--- src/rtl/div_issue_if.sv ---
// Request/response handshake bundle between the EXU dispatch and
// the divide issue controller.
interface div_issue_if #(
    parameter int XLEN = 64
);
    logic            req_valid;
    logic            req_ready;
    logic [2:0]      req_op;
    logic [XLEN-1:0] req_a;
    logic [XLEN-1:0] req_b;
    logic            resp_valid;
    logic            resp_ready;
    logic [XLEN-1:0] resp_data;

    modport master (
        output req_valid, req_op, req_a, req_b, resp_ready,
        input  req_ready, resp_valid, resp_data
    );

    modport slave (
        input  req_valid, req_op, req_a, req_b, resp_ready,
        output req_ready, resp_valid, resp_data
    );
endinterface

--- src/rtl/div_issue_ctrl.sv ---
// Execute-stage initiator for the multi-cycle divider: operand
// extension, local div-by-zero/overflow resolution, issue and result return.
module div_issue_ctrl #(
    parameter int XLEN = 64
) (
    input  logic            clk,
    input  logic            rst,
    input  logic            i_flush,
    div_issue_if.slave      bus,
    output logic            o_busy,
    output logic            o_div_valid,
    output logic            o_div_sign,
    output logic [XLEN-1:0] o_div_x,
    output logic [XLEN-1:0] o_div_y,
    input  logic            i_div_data_ok,
    input  logic [XLEN-1:0] i_div_data,
    input  logic [XLEN-1:0] i_rem_data
);

    typedef enum logic [2:0] {
        S_IDLE,
        S_ISSUE,
        S_WAIT,
        S_DONE,
        S_DRAIN
    } state_t;

    state_t          r_state;
    logic            r_word;
    logic            r_rem;
    logic            r_req_ready;
    logic            r_resp_valid;
    logic [XLEN-1:0] r_resp_data;
    logic            r_busy;
    logic            r_div_valid;
    logic            r_div_sign;
    logic [XLEN-1:0] r_div_x;
    logic [XLEN-1:0] r_div_y;

    logic            w_uns;
    logic            w_rem;
    logic            w_word;
    logic [XLEN-1:0] w_a;
    logic [XLEN-1:0] w_b;
    logic            w_dz;
    logic            w_ovf;
    logic            w_fast;
    logic [XLEN-1:0] w_fast_res;
    logic [XLEN-1:0] w_div_res;
    logic            w_accept;

    function automatic logic [XLEN-1:0] fmt_w(
        input logic [XLEN-1:0] v,
        input logic            w
    );
        return w ? {{(XLEN-32){v[31]}}, v[31:0]} : v;
    endfunction

    function automatic logic [XLEN-1:0] ext_op(
        input logic [XLEN-1:0] v,
        input logic            w,
        input logic            u
    );
        if (!w)
            return v;
        return {{(XLEN-32){v[31] & ~u}}, v[31:0]};
    endfunction

    assign w_uns  = bus.req_op[0];
    assign w_rem  = bus.req_op[1];
    assign w_word = bus.req_op[2];
    assign w_a    = ext_op(bus.req_a, w_word, w_uns);
    assign w_b    = ext_op(bus.req_b, w_word, w_uns);
    assign w_dz   = (w_b == '0);

    // Signed overflow: most-negative dividend by -1, at the op's width.
    always_comb begin
        w_ovf = 1'b0;
        if (!w_uns) begin
            if (w_word)
                w_ovf = (bus.req_a[31:0] == 32'h8000_0000) &&
                        (bus.req_b[31:0] == 32'hFFFF_FFFF);
            else
                w_ovf = (bus.req_a == {1'b1, {(XLEN-1){1'b0}}}) &&
                        (bus.req_b == '1);
        end
    end

    // Overflow quotient equals the extended dividend in both widths.
    assign w_fast     = w_dz | w_ovf;
    assign w_fast_res = fmt_w(w_rem ? (w_dz ? w_a : '0)
                                    : (w_dz ? '1  : w_a), w_word);
    assign w_div_res  = fmt_w(r_rem ? i_rem_data : i_div_data, r_word);
    assign w_accept   = bus.req_valid & r_req_ready & ~i_flush;

    always_ff @(posedge clk or posedge rst) begin
        if (rst) begin
            r_state      <= S_IDLE;
            r_word       <= 1'b0;
            r_rem        <= 1'b0;
            r_req_ready  <= 1'b1;
            r_resp_valid <= 1'b0;
            r_resp_data  <= '0;
            r_busy       <= 1'b0;
            r_div_valid  <= 1'b0;
            r_div_sign   <= 1'b0;
            r_div_x      <= '0;
            r_div_y      <= '0;
        end else begin
            unique case (r_state)
                S_IDLE: begin
                    if (w_accept) begin
                        r_word      <= w_word;
                        r_rem       <= w_rem;
                        r_div_x     <= w_a;
                        r_div_y     <= w_b;
                        r_div_sign  <= ~w_uns;
                        r_req_ready <= 1'b0;
                        r_busy      <= 1'b1;
                        if (w_fast) begin
                            r_resp_data  <= w_fast_res;
                            r_resp_valid <= 1'b1;
                            r_state      <= S_DONE;
                        end else begin
                            r_div_valid <= 1'b1;
                            r_state     <= S_ISSUE;
                        end
                    end
                end
                S_ISSUE: begin
                    r_div_valid <= 1'b0;
                    r_state     <= i_flush ? S_DRAIN : S_WAIT;
                end
                S_WAIT: begin
                    if (i_flush) begin
                        if (i_div_data_ok) begin
                            r_req_ready <= 1'b1;
                            r_busy      <= 1'b0;
                            r_state     <= S_IDLE;
                        end else begin
                            r_state <= S_DRAIN;
                        end
                    end else if (i_div_data_ok) begin
                        r_resp_data  <= w_div_res;
                        r_resp_valid <= 1'b1;
                        r_state      <= S_DONE;
                    end
                end
                S_DONE: begin
                    if (i_flush || bus.resp_ready) begin
                        r_resp_valid <= 1'b0;
                        r_req_ready  <= 1'b1;
                        r_busy       <= 1'b0;
                        r_state      <= S_IDLE;
                    end
                end
                S_DRAIN: begin
                    if (i_div_data_ok) begin
                        r_req_ready <= 1'b1;
                        r_busy      <= 1'b0;
                        r_state     <= S_IDLE;
                    end
                end
                default: begin
                    r_resp_valid <= 1'b0;
                    r_div_valid  <= 1'b0;
                    r_req_ready  <= 1'b1;
                    r_busy       <= 1'b0;
                    r_state      <= S_IDLE;
                end
            endcase
        end
    end

    assign bus.req_ready  = r_req_ready;
    assign bus.resp_valid = r_resp_valid;
    assign bus.resp_data  = r_resp_data;
    assign o_busy         = r_busy;
    assign o_div_valid    = r_div_valid;
    assign o_div_sign     = r_div_sign;
    assign o_div_x        = r_div_x;
    assign o_div_y        = r_div_y;

endmodule

--- src/flat_wrapper.sv ---
// flat-port wrapper written by rule: the top's interface ports become plain ports
module div_issue_ctrl_flat 
#(
    parameter int XLEN = 64
)
  (clk, rst, i_flush, o_busy, o_div_valid, o_div_sign, o_div_x, o_div_y, i_div_data_ok, i_div_data, i_rem_data, bus_req_valid, bus_req_op, bus_req_a, bus_req_b, bus_resp_ready, bus_req_ready, bus_resp_valid, bus_resp_data);
  div_issue_if #(.XLEN(XLEN)) bus_i ();
  input  logic clk;
  input  logic rst;
  input  logic i_flush;
  output logic o_busy;
  output logic o_div_valid;
  output logic o_div_sign;
  output logic [XLEN-1:0] o_div_x;
  output logic [XLEN-1:0] o_div_y;
  input  logic i_div_data_ok;
  input  logic [XLEN-1:0] i_div_data;
  input  logic [XLEN-1:0] i_rem_data;
  input wire logic [$bits(bus_i.req_valid)-1:0] bus_req_valid;
  input wire logic [$bits(bus_i.req_op)-1:0] bus_req_op;
  input wire logic [$bits(bus_i.req_a)-1:0] bus_req_a;
  input wire logic [$bits(bus_i.req_b)-1:0] bus_req_b;
  input wire logic [$bits(bus_i.resp_ready)-1:0] bus_resp_ready;
  output wire logic [$bits(bus_i.req_ready)-1:0] bus_req_ready;
  output wire logic [$bits(bus_i.resp_valid)-1:0] bus_resp_valid;
  output wire logic [$bits(bus_i.resp_data)-1:0] bus_resp_data;
  assign bus_i.req_valid = bus_req_valid;
  assign bus_i.req_op = bus_req_op;
  assign bus_i.req_a = bus_req_a;
  assign bus_i.req_b = bus_req_b;
  assign bus_i.resp_ready = bus_resp_ready;
  assign bus_req_ready = bus_i.req_ready;
  assign bus_resp_valid = bus_i.resp_valid;
  assign bus_resp_data = bus_i.resp_data;
  div_issue_ctrl #(.XLEN(XLEN)) u_core (.clk(clk), .rst(rst), .i_flush(i_flush), .bus(bus_i), .o_busy(o_busy), .o_div_valid(o_div_valid), .o_div_sign(o_div_sign), .o_div_x(o_div_x), .o_div_y(o_div_y), .i_div_data_ok(i_div_data_ok), .i_div_data(i_div_data), .i_rem_data(i_rem_data));
endmodule
--- config.mk ---
export PLATFORM = sky130hd
export DESIGN_NAME = div_issue_ctrl_flat
export DESIGN_NICKNAME = d
export VERILOG_FILES = /design/src/rtl/div_issue_if.sv /design/src/rtl/div_issue_ctrl.sv /design/src/flat_wrapper.sv
export SDC_FILE = /design/constraint.sdc
export NUM_CORES = 1
export LEC_CHECK = 0
export ABC_CLOCK_PERIOD_IN_PS = 22300
export CORE_AREA = 2 2 182 184
export DETAILED_ROUTE_END_ITERATION = 8
export DIE_AREA = 0 0 184 186
export SLEW_MARGIN = 20
export SYNTH_ARGS = -nofsm -noshare
export SYNTH_HDL_FRONTEND = slang
export SYNTH_SLANG_ARGS = --single-unit
--- constraint.sdc ---
create_clock -name clk -period 22.3 [get_ports clk]
set_clock_uncertainty 0.15 [all_clocks]
set_input_delay 4.46 -clock clk [delete_from_list [all_inputs] [get_ports clk]]
set_output_delay 4.46 -clock clk [all_outputs]
set_load 0.05 [all_outputs]
After elaboration in Yosys (flattened, before gate mapping):

Index checks and enable logic that the tools add are counted.

* word-level logic and storage cells: 94
* register bits: 202
* output and inout port bits: 197
* input bits: 265

* bitwise operators: 10
* reductions and logical operators: 14
* equality and inequality tests: 17
* muxes and demuxes: 42

Operators with widths (count)
* 64-bit two-way mux: 12
* 64-bit == test (second input constant): 2
* 64-bit case mux with 2 select lines: 1
* 32-bit == test (second input constant): 2
* 64-bit zero test: 1
* 3-bit two-way mux: 7
* 1-bit two-way mux: 16
* 3-bit case mux with 5 select lines: 1
* 2-bit != test (second input constant): 5
* 1-bit case mux with 5 select lines: 2
* 4-bit AND reduction: 2
* 3-bit by 2-bit == test with 1-bit output (second input constant): 2
* 2-bit by 1-bit != test with 1-bit output (second input constant): 3
* 6-bit AND reduction: 1
* 1-bit NOT: 5
* 5-bit AND reduction: 1
* 1-bit bitwise AND: 4
* 1-bit case mux with 4 select lines: 1
* 3-bit by 1-bit == test with 1-bit output (second input constant): 1
* 3-bit == test (second input constant): 1
* 3-bit zero test: 1
* 3-bit != test (second input constant): 1
* 3-bit AND reduction: 1
* 3-bit OR reduction: 1
* 8 further kinds: 9

Logic depth before layout (Yosys ltp):

Gate-level depths: netlist of run 1.

* word-level depth: 10
* mapped depth: 8
* gate-level depth less buffers: 6

Worst setup path after synthesis of run 1:

Ideal clock, no wire load.

* path type: input to register
* from: input bus_req_a[25]
* to: register u_core.r_resp_data[31] (netlist: u_core.bus.resp_data[31])
* data required time: 22.025 ns
* stages: 6
* path buffers: 0
* slack: 15.365 ns
* arrival: 6.660 ns
* library setup time: 0.125 ns
* cells stage by stage: nand4b_1 or4_1 or4_4 or4_4 a31oi_4 mux2_2

* word-level cells in the longest chain between the ends: 7
* elaborated cells between the ends (all ways): 9
* classes of those cells: eq/ne (3); mux (2); bitwise (1); reduce/logical (3)

RTL lines
* from (decl): RTL line flat_wrapper.sv:21 `input wire logic [$bits(bus_i.req_a)-1:0] bus_req_a;`
* 64-bit == test / 32-bit == test (equally long branches): RTL line div_issue_ctrl.sv:84, div_issue_ctrl.sv:81
* 1-bit logical AND, on equally long branches: RTL line div_issue_ctrl.sv:84, div_issue_ctrl.sv:81
* 1-bit two-way mux *: RTL line div_issue_ctrl.sv:80 `if (w_word)`
* 1-bit two-way mux *: RTL line div_issue_ctrl.sv:79 `if (!w_uns) begin`
* 1-bit OR *: RTL line div_issue_ctrl.sv:90 `assign w_fast = w_dz | w_ovf;`
* 2-bit by 1-bit != test with 1-bit output (no source line) *
* 5-bit AND reduction (no source line) *
* to (signal assigned): RTL line div_issue_ctrl.sv:121 `r_resp_data <= w_fast_res;`
* to (signal assigned): RTL line div_issue_ctrl.sv:144 `r_resp_data <= w_div_res;`
* to (decl): RTL line div_issue_ctrl.sv:33 `logic [XLEN-1:0] r_resp_data;`

Every way passes the cells marked *; elsewhere a longest branch is shown, timed or not.
A chain may end at the register's enable or synchronous reset.

Worst setup path in the final report of run 1:

* from: input bus_req_b[0]
* to: register u_core.r_resp_data[31] (netlist: u_core.bus.resp_data[31])

* word-level cells in the longest chain between the ends: 8
* elaborated cells between the ends (all ways): 18
* classes of those cells: eq/ne (3); mux (10); bitwise (1); reduce/logical (4)

RTL lines
* from (decl): RTL line flat_wrapper.sv:22 `input wire logic [$bits(bus_i.req_b)-1:0] bus_req_b;`
* 64-bit two-way mux: RTL line div_issue_ctrl.sv:66 `return {{(XLEN-32){v[31] & ~u}}, v[31:0]};`
* 64-bit zero test: RTL line div_issue_ctrl.sv:74 `assign w_dz = (w_b == '0);`
* 64-bit two-way mux, on equally long branches: RTL line div_issue_ctrl.sv:92, div_issue_ctrl.sv:91
* 64-bit two-way mux: RTL line div_issue_ctrl.sv:91 `assign w_fast_res = fmt_w(w_rem ? (w_dz ? w_a : '0)`
* 64-bit two-way mux: RTL line div_issue_ctrl.sv:56 `return w ? {{(XLEN-32){v[31]}}, v[31:0]} : v;`
* 64-bit two-way mux: RTL line div_issue_ctrl.sv:120 `if (w_fast) begin`
* 64-bit two-way mux: RTL line div_issue_ctrl.sv:112 `if (w_accept) begin`
* 64-bit case mux with 2 select lines: RTL line div_issue_ctrl.sv:110 `unique case (r_state)`

Several ways; a longest one is shown, not always the timed one. The select of a mux whose other input is x is not followed.

==> results list, run 1 <==
* Most frequently used flop master after synthesis: sky130_fd_sc_hd__dfrtp_1
* Global-route wire length before repair: roughly 63,000 µm
- Total net switching power: 1.23 mW
- For this configuration, the core starts out at a cell density of 31.2%.
* Headroom to the max-slew limit: 31.3%
- Post-CTS repair changed the size of 0 cells.
* Category of the worst setup path capture point: flip-flop
- Across every metal layer, demand over resource in global routing totals between 20% and 30%.
- Clock buffers created by TritonCTS: 24
- Number of antenna violations at the first check in global routing: 1
- The average instance in the mapped netlist occupies 9.03 µm².
- Summing all non-filler instances in the final layout gives an area of ~0.016 mm².
- R2R depth: 6
- Leaving out fill and tap cells, the most frequent cell in the layout is sky130_fd_sc_hd__clkdlybuf4s50_1.
- Count of nets left with antenna violations after detail routing: 0
* Worst EP required: between 20 and 25 ns
- Flop-to-flop setup slack: about 19 ns
- The worst hold path was traced through 2 stages.
- The worst path uses 35.1% of the clock period.
- The startpoint identified for the worst hold timing path is u_core.o_div_x[6]$_DFFE_PP0P_.
- Per report_power, the combinational group accounts for 57.4% of the total.
- Worst Path Max Fanout: 32
- Total wirelength of the detailed-routed design: 43,000 µm
- Number of remaining DRC errors: 0
* Area delta synth->final: 57.1%
* Static leakage power: between 6 and 7 nW
- Final Wtd Congestion: 0.880
- After clock tree synthesis, the clock-pin slew on the worst setup and hold paths is 0.06 ns.
- Placed Instance Area: 0.0150 mm²
- Worst flop-to-flop path endpoint: u_core.bus.resp_data[62]$_DFFE_PP0P_
* Placeable core area: 0.0322 mm²
- In this run, flip-flops and latches consume around 26% of the power.
- In this run switching power makes up between 40% and 50% of total power.
- Total chip power: approximately 2.5 mW
- Maximum number of pins on one net before global-route repair: 125
- The routed layout has slightly above 10,000 vias.
- The tree built by TritonCTS fans out to about 200 sinks.
- DRT Pass-1 Iters: 6
- Die boundary height: roughly 190 µm
* Non-filler cells in the finished layout: 1,944
* TritonCTS clock tree: done
* Post-route setup TNS: 0 ns
- FMAX: around 0.13 GHz
- Max-capacitance violation count: 0
* Number of nets in the layout: 1,785
- Port buffering added 461 buffers.
- Worst-skew pair later-pin latency: 0.52 ns
* Yosys warning total: 0
- Final setup viols: 0
- Arrival time of data at the critical path endpoint: a little over 8 ns
- The number of nets handed over by synthesis was ~1,400.
- Pin slew with the least headroom to its limit: approximately 1.0 ns
* H-tree depth reported by CTS: 1
- Highest ir drop seen on vdd: around 69 µV
- The floorplan has 66 rows.
* Vias per inst: about 5.3
- The path with the worst hold slack has its endpoint at u_core.o_div_x[6]$_DFFE_PP0P_.
- The number of placed instances, taps included, is 1,902.
* Leading cell types in the layout, fill and taps excluded: sky130_fd_sc_hd__clkdlybuf4s50_1 (461), sky130_fd_sc_hd__nand2_1 (268), sky130_fd_sc_hd__dfrtp_1 (200)
* Internal cell power: 1.26 mW
- DP HPWL: around 31,000 µm
- Avg WL per Cell: roughly 22 µm
* Number of pins with negative max-slew slack in the final report: 0
* Number of hold-slack violations in the final timing report: 0
* Vias in the first global route: around 10,000
- DIE WIDTH: between 150 and 200 µm
- The run finished with clean final reports.
- Deepest clock path buffer count: 3
- Counting flops with a built-in enable in the synthesized netlist gives 0.
- Reg-to-reg startpoint: u_core.r_rem$_DFFE_PP0P_
- Setup repair after global routing missed its margin: no
- Distinct cell type count after synthesis: 47
* Post-synthesis cell area: a little over 0.01 mm²
- The tree is rooted in a sky130_fd_sc_hd__clkbuf_16.
- HP Class: flip-flop to flip-flop
- Fraction of layout instances using a drive strength above 1: about 4.8%
* Residual overflow from global routing: 0
- Part of the Yosys area used for sequential elements: between 50 and 60%
* Relative contribution of the clock network to total power: 16.7%
* Number of instances in the synthesized netlist: between 1,000 and 1,500
* Critical path class: input port to flip-flop
- Number of buffers inserted by post-CTS setup repair: 0
- The die covers about 0.034 mm².
* Total power divided by cell area: around 160 mW/mm²
- Fraction of registers with async set or reset after synthesis: 100%
- The synthesized design contains about 200 register bits.
* Number of hold-repair buffers added at the cts stage: 0
- IO Pins: between 400 and 500
* Crit start category: input port
* DRT iter0 DRCs: about 630
- Fill cells in the final layout number 3,076.
- Subtracting the final worst setup slack from the clock period gives just under 8 ns.
-- power by group through the flow --
stage          Sequential, mW  Clock (mW)  Combinational, mW
6_report                0.644       0.417               1.43
5_1_grt                 0.667       0.442               1.50
4_1_cts                 0.644       0.424               1.44
3_5_place_dp            0.647           0               1.43
3_3_place_gp            0.641           0               1.43
2_1_floorplan            1.22           0              0.320
-- registers in the layout (all words and copies together) (netlist names) --
register,count
u_core.bus.resp_data,64
u_core.o_div_sign,1
u_core.o_div_y,64
u_core.r_rem,1
u_core.o_div_x,64
u_core.o_busy,1
u_core.r_word,1
u_core.o_div_valid,1
u_core.bus.req_ready,1
u_core.r_state,3
u_core.bus.resp_valid,1
-- worst max-delay path: stages --
cell and delay, ns:
sky130_fd_sc_hd__clkdlybuf4s50_1 0.59, sky130_fd_sc_hd__nor4bb_1 0.59, sky130_fd_sc_hd__nand4_1 0.15, sky130_fd_sc_hd__or4_4 0.57
sky130_fd_sc_hd__or4_4 0.48, sky130_fd_sc_hd__a31oi_4 0.81, sky130_fd_sc_hd__mux2_2 0.41
-- layer usage --
layer / vias up / wire length (µm) / global-route usage, %
met1: 5013 / 17200 / 29.6
li1: 4864 / - / -
met3: 65 / 3550 / 6.18
met5: - / 0 / 0
met4: 0 / 1250 / 7.26
met2: 450 / 21000 / 42.1
-- worst max path at each step --
stage                   from                              endpoint  slack [ns]  cells past startpoint
5_1_grt        bus_req_a[13]  u_core.bus.resp_data[31]$_DFFE_PP0P_       14.37                      7
2_1_floorplan            rst   u_core.bus.resp_data[0]$_DFFE_PP0P_       12.18                      1
6_report        bus_req_b[0]  u_core.bus.resp_data[31]$_DFFE_PP0P_       14.48                      7
4_1_cts        bus_req_a[13]  u_core.bus.resp_data[31]$_DFFE_PP0P_       14.48                      7
3_3_place_gp   bus_req_a[13]  u_core.bus.resp_data[31]$_DFFE_PP0P_       13.91                      7
3_5_place_dp   bus_req_a[13]  u_core.bus.resp_data[31]$_DFFE_PP0P_       13.93                      7
-- cells in the mapped netlist (2+ instances only) --
cell / instances / area (µm²)
sky130_fd_sc_hd__clkbuf_1: 88 / 330
sky130_fd_sc_hd__nand4_1: 19 / 119
sky130_fd_sc_hd__nor2_1: 73 / 274
sky130_fd_sc_hd__mux2_2: 2 / 22.5
sky130_fd_sc_hd__dfrtp_1: 201 / 5030
sky130_fd_sc_hd__o21ai_0: 72 / 360
sky130_fd_sc_hd__nor4_1: 28 / 175
sky130_fd_sc_hd__nand3_1: 4 / 20.0
sky130_fd_sc_hd__a31oi_1: 37 / 231
sky130_fd_sc_hd__nand2b_1: 2 / 12.5
sky130_fd_sc_hd__or4_4: 2 / 22.5
sky130_fd_sc_hd__inv_1: 8 / 30.0
sky130_fd_sc_hd__o211ai_1: 3 / 22.5
sky130_fd_sc_hd__or2_2: 2 / 12.5
sky130_fd_sc_hd__nand2_1: 268 / 1010
sky130_fd_sc_hd__nor4b_1: 6 / 52.6
sky130_fd_sc_hd__nor3_1: 3 / 15.0
sky130_fd_sc_hd__buf_2: 3 / 15.0
sky130_fd_sc_hd__buf_6: 6 / 67.6
sky130_fd_sc_hd__mux2i_1: 31 / 310
sky130_fd_sc_hd__a211oi_1: 64 / 480
sky130_fd_sc_hd__a21oi_1: 68 / 340
sky130_fd_sc_hd__and4b_1: 2 / 20.0
sky130_fd_sc_hd__o32a_1: 31 / 310
sky130_fd_sc_hd__or4_1: 3 / 22.5
sky130_fd_sc_hd__nor4bb_1: 2 / 20.0
sky130_fd_sc_hd__a32o_1: 34 / 340
sky130_fd_sc_hd__nor2b_1: 32 / 200
-- logic make-up (layout without fill, tap and decap cells) --
group | Yosys count | in the layout | synth area share [%]
other | 0 | 1 | 0
flip-flops | 202 | 202 | 50.3
multiplexers | 33 | 33 | 3.31
buffers and inverters | 106 | 528 | 4.44
AO/OA/AOI/OAI | 321 | 321 | 21.9
AND/OR/NAND/NOR | 451 | 451 | 20.0
-- area by class of cell --
cell class	count	area, µm²	share of cell area [%]
timing repair buffer	479	4750	30.1
clock buffer	32	661	4.18
multi-input combinational	805	4600	29.2
sequential	202	5060	32.0
tap	408	510	3.23
inverter	8	37.5	0.238
clock inverter	9	159	1.01
antenna	1	2.50	0.0159
-- per-stage QoR --
step	hold WS, ns	setup slack (ns)	util, %
2_1_floorplan	0.503	12.18	-
3_3_place_gp	0.307	13.91	46.5
3_5_place_dp	0.312	13.93	46.5
4_1_cts	0.326	14.48	49.0
5_1_grt	0.342	14.37	49.0
6_report	0.322	14.48	49.0
Power figures use the tool's default switching activity.
==> run 2, diff against run 1 <==
--- a/config.mk
+++ b/config.mk
@@ -5,10 +5,11 @@
 export SDC_FILE = /design/constraint.sdc
 export NUM_CORES = 1
 export LEC_CHECK = 0
-export ABC_CLOCK_PERIOD_IN_PS = 22300
-export CORE_AREA = 2 2 182 184
+export ABC_CLOCK_PERIOD_IN_PS = 6410
+export CORE_AREA = 2 2 181 183
 export DETAILED_ROUTE_END_ITERATION = 8
-export DIE_AREA = 0 0 184 186
+export DIE_AREA = 0 0 183 185
+export PLACE_DENSITY = 0.66
 export SLEW_MARGIN = 20
 export SYNTH_ARGS = -nofsm -noshare
 export SYNTH_HDL_FRONTEND = slang
==> constraint.sdc (replaced) <==
create_clock -name clk -period 6.41 [get_ports clk]
set_clock_uncertainty 0.15 [all_clocks]
set_input_delay 1.282 -clock clk [delete_from_list [all_inputs] [get_ports clk]]
set_output_delay 1.282 -clock clk [all_outputs]
set_load 0.05 [all_outputs]
==> run 2 against run 1 <==
Sequential power grew to 3.5 times the previous value. Cell count up 0.21%. Clock-buffer cell count grew 6. Register-to-register slack worse by 16 ns. Wire length fell by 2.5%. Critical path depth grew 1. Sequential share of layout area hardly changed. Highest routed layer is now met5. Combinational power rose to 3.4 times the previous value. Hold slack got worse by 0.0027 ns. Non-clock buffer count is 2 higher. Setup slack worse by 12 ns. Critical path type unchanged.
==> results list, run 2 (same netlist as run 1, synthesis figures left out) <==
- The flow ran to the end, and the final reports show no timing, DRC or antenna violations.
* Amount of wire on met2 after detailed routing: 20,500 µm
- Post-CTS timing repair inserted 0 buffers for setup.
- The die covers roughly 0.034 mm².
- Non-filler cells in the finished layout: a little under 2,000
* Top layer used by detailed routing: met5
- Die boundary height: 185 µm
- Reg-to-reg startpoint: u_core.bus.req_ready$_DFFE_PP1P_
- The congestion estimate from routability-driven global placement came to approximately 0.85.
- In this run the most critical hold path is launched from u_core.o_div_x[2]$_DFFE_PP0P_.
- HP Class: flip-flop to flip-flop
- The routed layout has 10,454 vias.
* Crit start category: input port
- Total chip power: 8.63 mW
- Number of hold-repair buffers added at the cts stage: 0
- Counting tap cells, the placed design contains a total of approximately 1,900 instances.
- The worst setup path is captured at a flip-flop.
* TritonCTS clock tree: done
- After global routing the overflow that remains totals 0.
* Area delta synth->final: 57.3%
- The count of pins over their slew limit was 0.
- Cts repair resizes: 0
- Before antenna repair, the detailed router went through 5 iterations.
- DRT iter0 DRCs: around 740
- Number of nets in the layout: 1,788
* Avg WL per Cell: 21.5 µm
- Arrival time of data at the critical path endpoint: 4.62 ns
- After floorplanning, the core was sized to cover around 0.032 mm².
- Critical path class: input port to flip-flop
- Data on the critical path is required at its endpoint by roughly 6.7 ns.
- Vias in the first global route: 10,200
- CTS built an H-tree with a depth of 1.
- For the pin with the worst max-slew slack, the measured transition is ~1.1 ns.
* DP HPWL: approximately 31,000 µm
- Global-route wire length before repair: between 60,000 and 70,000 µm
- The floorplan has 66 rows.
* Number of antenna violations at the first check in global routing: 2
* Clock buffers created by TritonCTS: 25
* Number of hold-slack violations in the final timing report: 0
- Critical path launch point: bus_req_a[13]
- Count of nets left with antenna violations after detail routing: 0
- The worst-case IR drop observed on VDD is about 310 µV.
- After routing, the total negative slack on setup checks comes to 0 ns.
* Leading cell types in the layout, fill and taps excluded: sky130_fd_sc_hd__clkdlybuf4s50_1 (461), sky130_fd_sc_hd__nand2_1 (268), sky130_fd_sc_hd__dfrtp_1 (200)
- Root Buffer: sky130_fd_sc_hd__clkbuf_16
- Met3 wire length: between 3000 and 4000 µm
* Clock transition time at the flip-flop clock pins of the worst setup and hold paths: ~0.06 ns
- Initial standard-cell utilization of the core: 31.4%
- Vias per inst: 5.37
* IO Pins: around 460
* DIE WIDTH: roughly 180 µm
- Met1 routed wirelength after detailed routing: roughly 16,000 µm
* Setup repair after global routing missed its margin: no
* Number of diodes added for antenna fixing: 0
* Min cycle time layout: approximately 4.3 ns
- FMAX: ~0.23 GHz
- Count of port buffers added during placement: approximately 460
- Worst-skew pair later-pin latency: between 0.5 and 0.6 ns
- Deepest clock path buffer count: 3
- In the routed design, unresolved DRC markers number 0.
- For this design the ratio of total power to cell area is 546 mW/mm².
- Along the worst path, the maximum fanout reaches 32.
- Total wirelength of the detailed-routed design: 41,900 µm
- Total clock sinks: 202
- Period Utilization, post-route: ~68%
* Headroom to the max-slew limit: 29.9%
- GRT Util Overall: approximately a quarter
- Of the cells placed in the final design, the portion with a size suffix greater than 1 is about 5%.
- Maximum number of pins on one net before global-route repair: ~120
- The library cell used most frequently in the layout, excluding fill and tap cells, is sky130_fd_sc_hd__clkdlybuf4s50_1.
- Setup violations remaining at the end of the flow were counted as 0.
- For this design the static power due to leakage is about 6.4 nW.
- Max-cap violations in this run came to 0.
==> run 2: changes by cell type in the layout (fill, tap and decap cells not counted), moves of 2 or more <==
| cell | before | now |
|---|---|---|
| sky130_fd_sc_hd__clkbuf_8 | 3 | 7 |
| sky130_fd_sc_hd__clkinvlp_4 | 1 | 3 |
| sky130_fd_sc_hd__buf_4 | 17 | 19 |
| sky130_fd_sc_hd__bufinv_16 | 4 | 1 |
==> run 2: through the flow <==
stage               instance area (µm²)  worst slack, ns  util [%]  hold slack, ns
CTS                               15800             2.10      49.3           0.326
floorplan                         10100             2.36         -           0.503
global route                      15800             2.07      49.3           0.342
global placement                  15000             1.52      46.8           0.307
finish                            15800             2.07      49.3           0.320
detailed placement                15000             1.54      46.8           0.312
==> run 2: layout make-up <==
| type | count | area (µm²) |
|---|---|---|
| Clock inverter | 6 | 75.1 |
| Tap cell | 408 | 510 |
| Inverter | 8 | 33.8 |
| Clock buffer | 38 | 744 |
| Fill cell | 3033 | 16200 |
| Timing Repair Buffer | 481 | 4780 |
| Sequential cell | 202 | 5060 |
| Multi-Input combinational cell | 805 | 4600 |
==> run 2: path summary, 6_finish.rpt <==
path                       slack [ns]  cells past startpoint                                    to
max                              2.07                      8  u_core.bus.resp_data[31]$_DFFE_PP0P_
min                              0.32                      2         u_core.o_div_x[2]$_DFFE_PP0P_
max reg2reg                      3.62                      8  u_core.bus.resp_data[31]$_DFFE_PP0P_
min reg2reg                      0.32                      2         u_core.o_div_x[2]$_DFFE_PP0P_
max in group asynchronous        3.84                      3  u_core.bus.resp_data[54]$_DFFE_PP0P_
min in group asynchronous        1.09                      2        u_core.o_div_y[14]$_DFFE_PP0P_
==> run 2: report_power, final <==
group          internal (mW)  total, mW  switching [mW]
logic                   1.62       4.93            3.31
registers               1.87       2.28           0.407
clock network          0.841       1.42           0.578
total                   4.33       8.63            4.29
==> run 2: routing by layer <==
| layer | track usage [%] | up-vias |
|---|---|---|
| li1 | - | 4860 |
| met1 | 28.6 | 4990 |
| met2 | 41.0 | 520 |
| met3 | 6.41 | 80 |
| met4 | 7.81 | 4 |
| met5 | 0 | - |
==> run 2: critical path, cell delays in order <==
cell and delay (ns):
sky130_fd_sc_hd__clkdlybuf4s50_1 0.46, sky130_fd_sc_hd__nor4_1 0.64, sky130_fd_sc_hd__nand4_1 0.24, sky130_fd_sc_hd__or4_4 0.61, sky130_fd_sc_hd__or4_4 0.48, sky130_fd_sc_hd__a31oi_4 0.17
sky130_fd_sc_hd__buf_4 0.36, sky130_fd_sc_hd__mux2_2 0.38
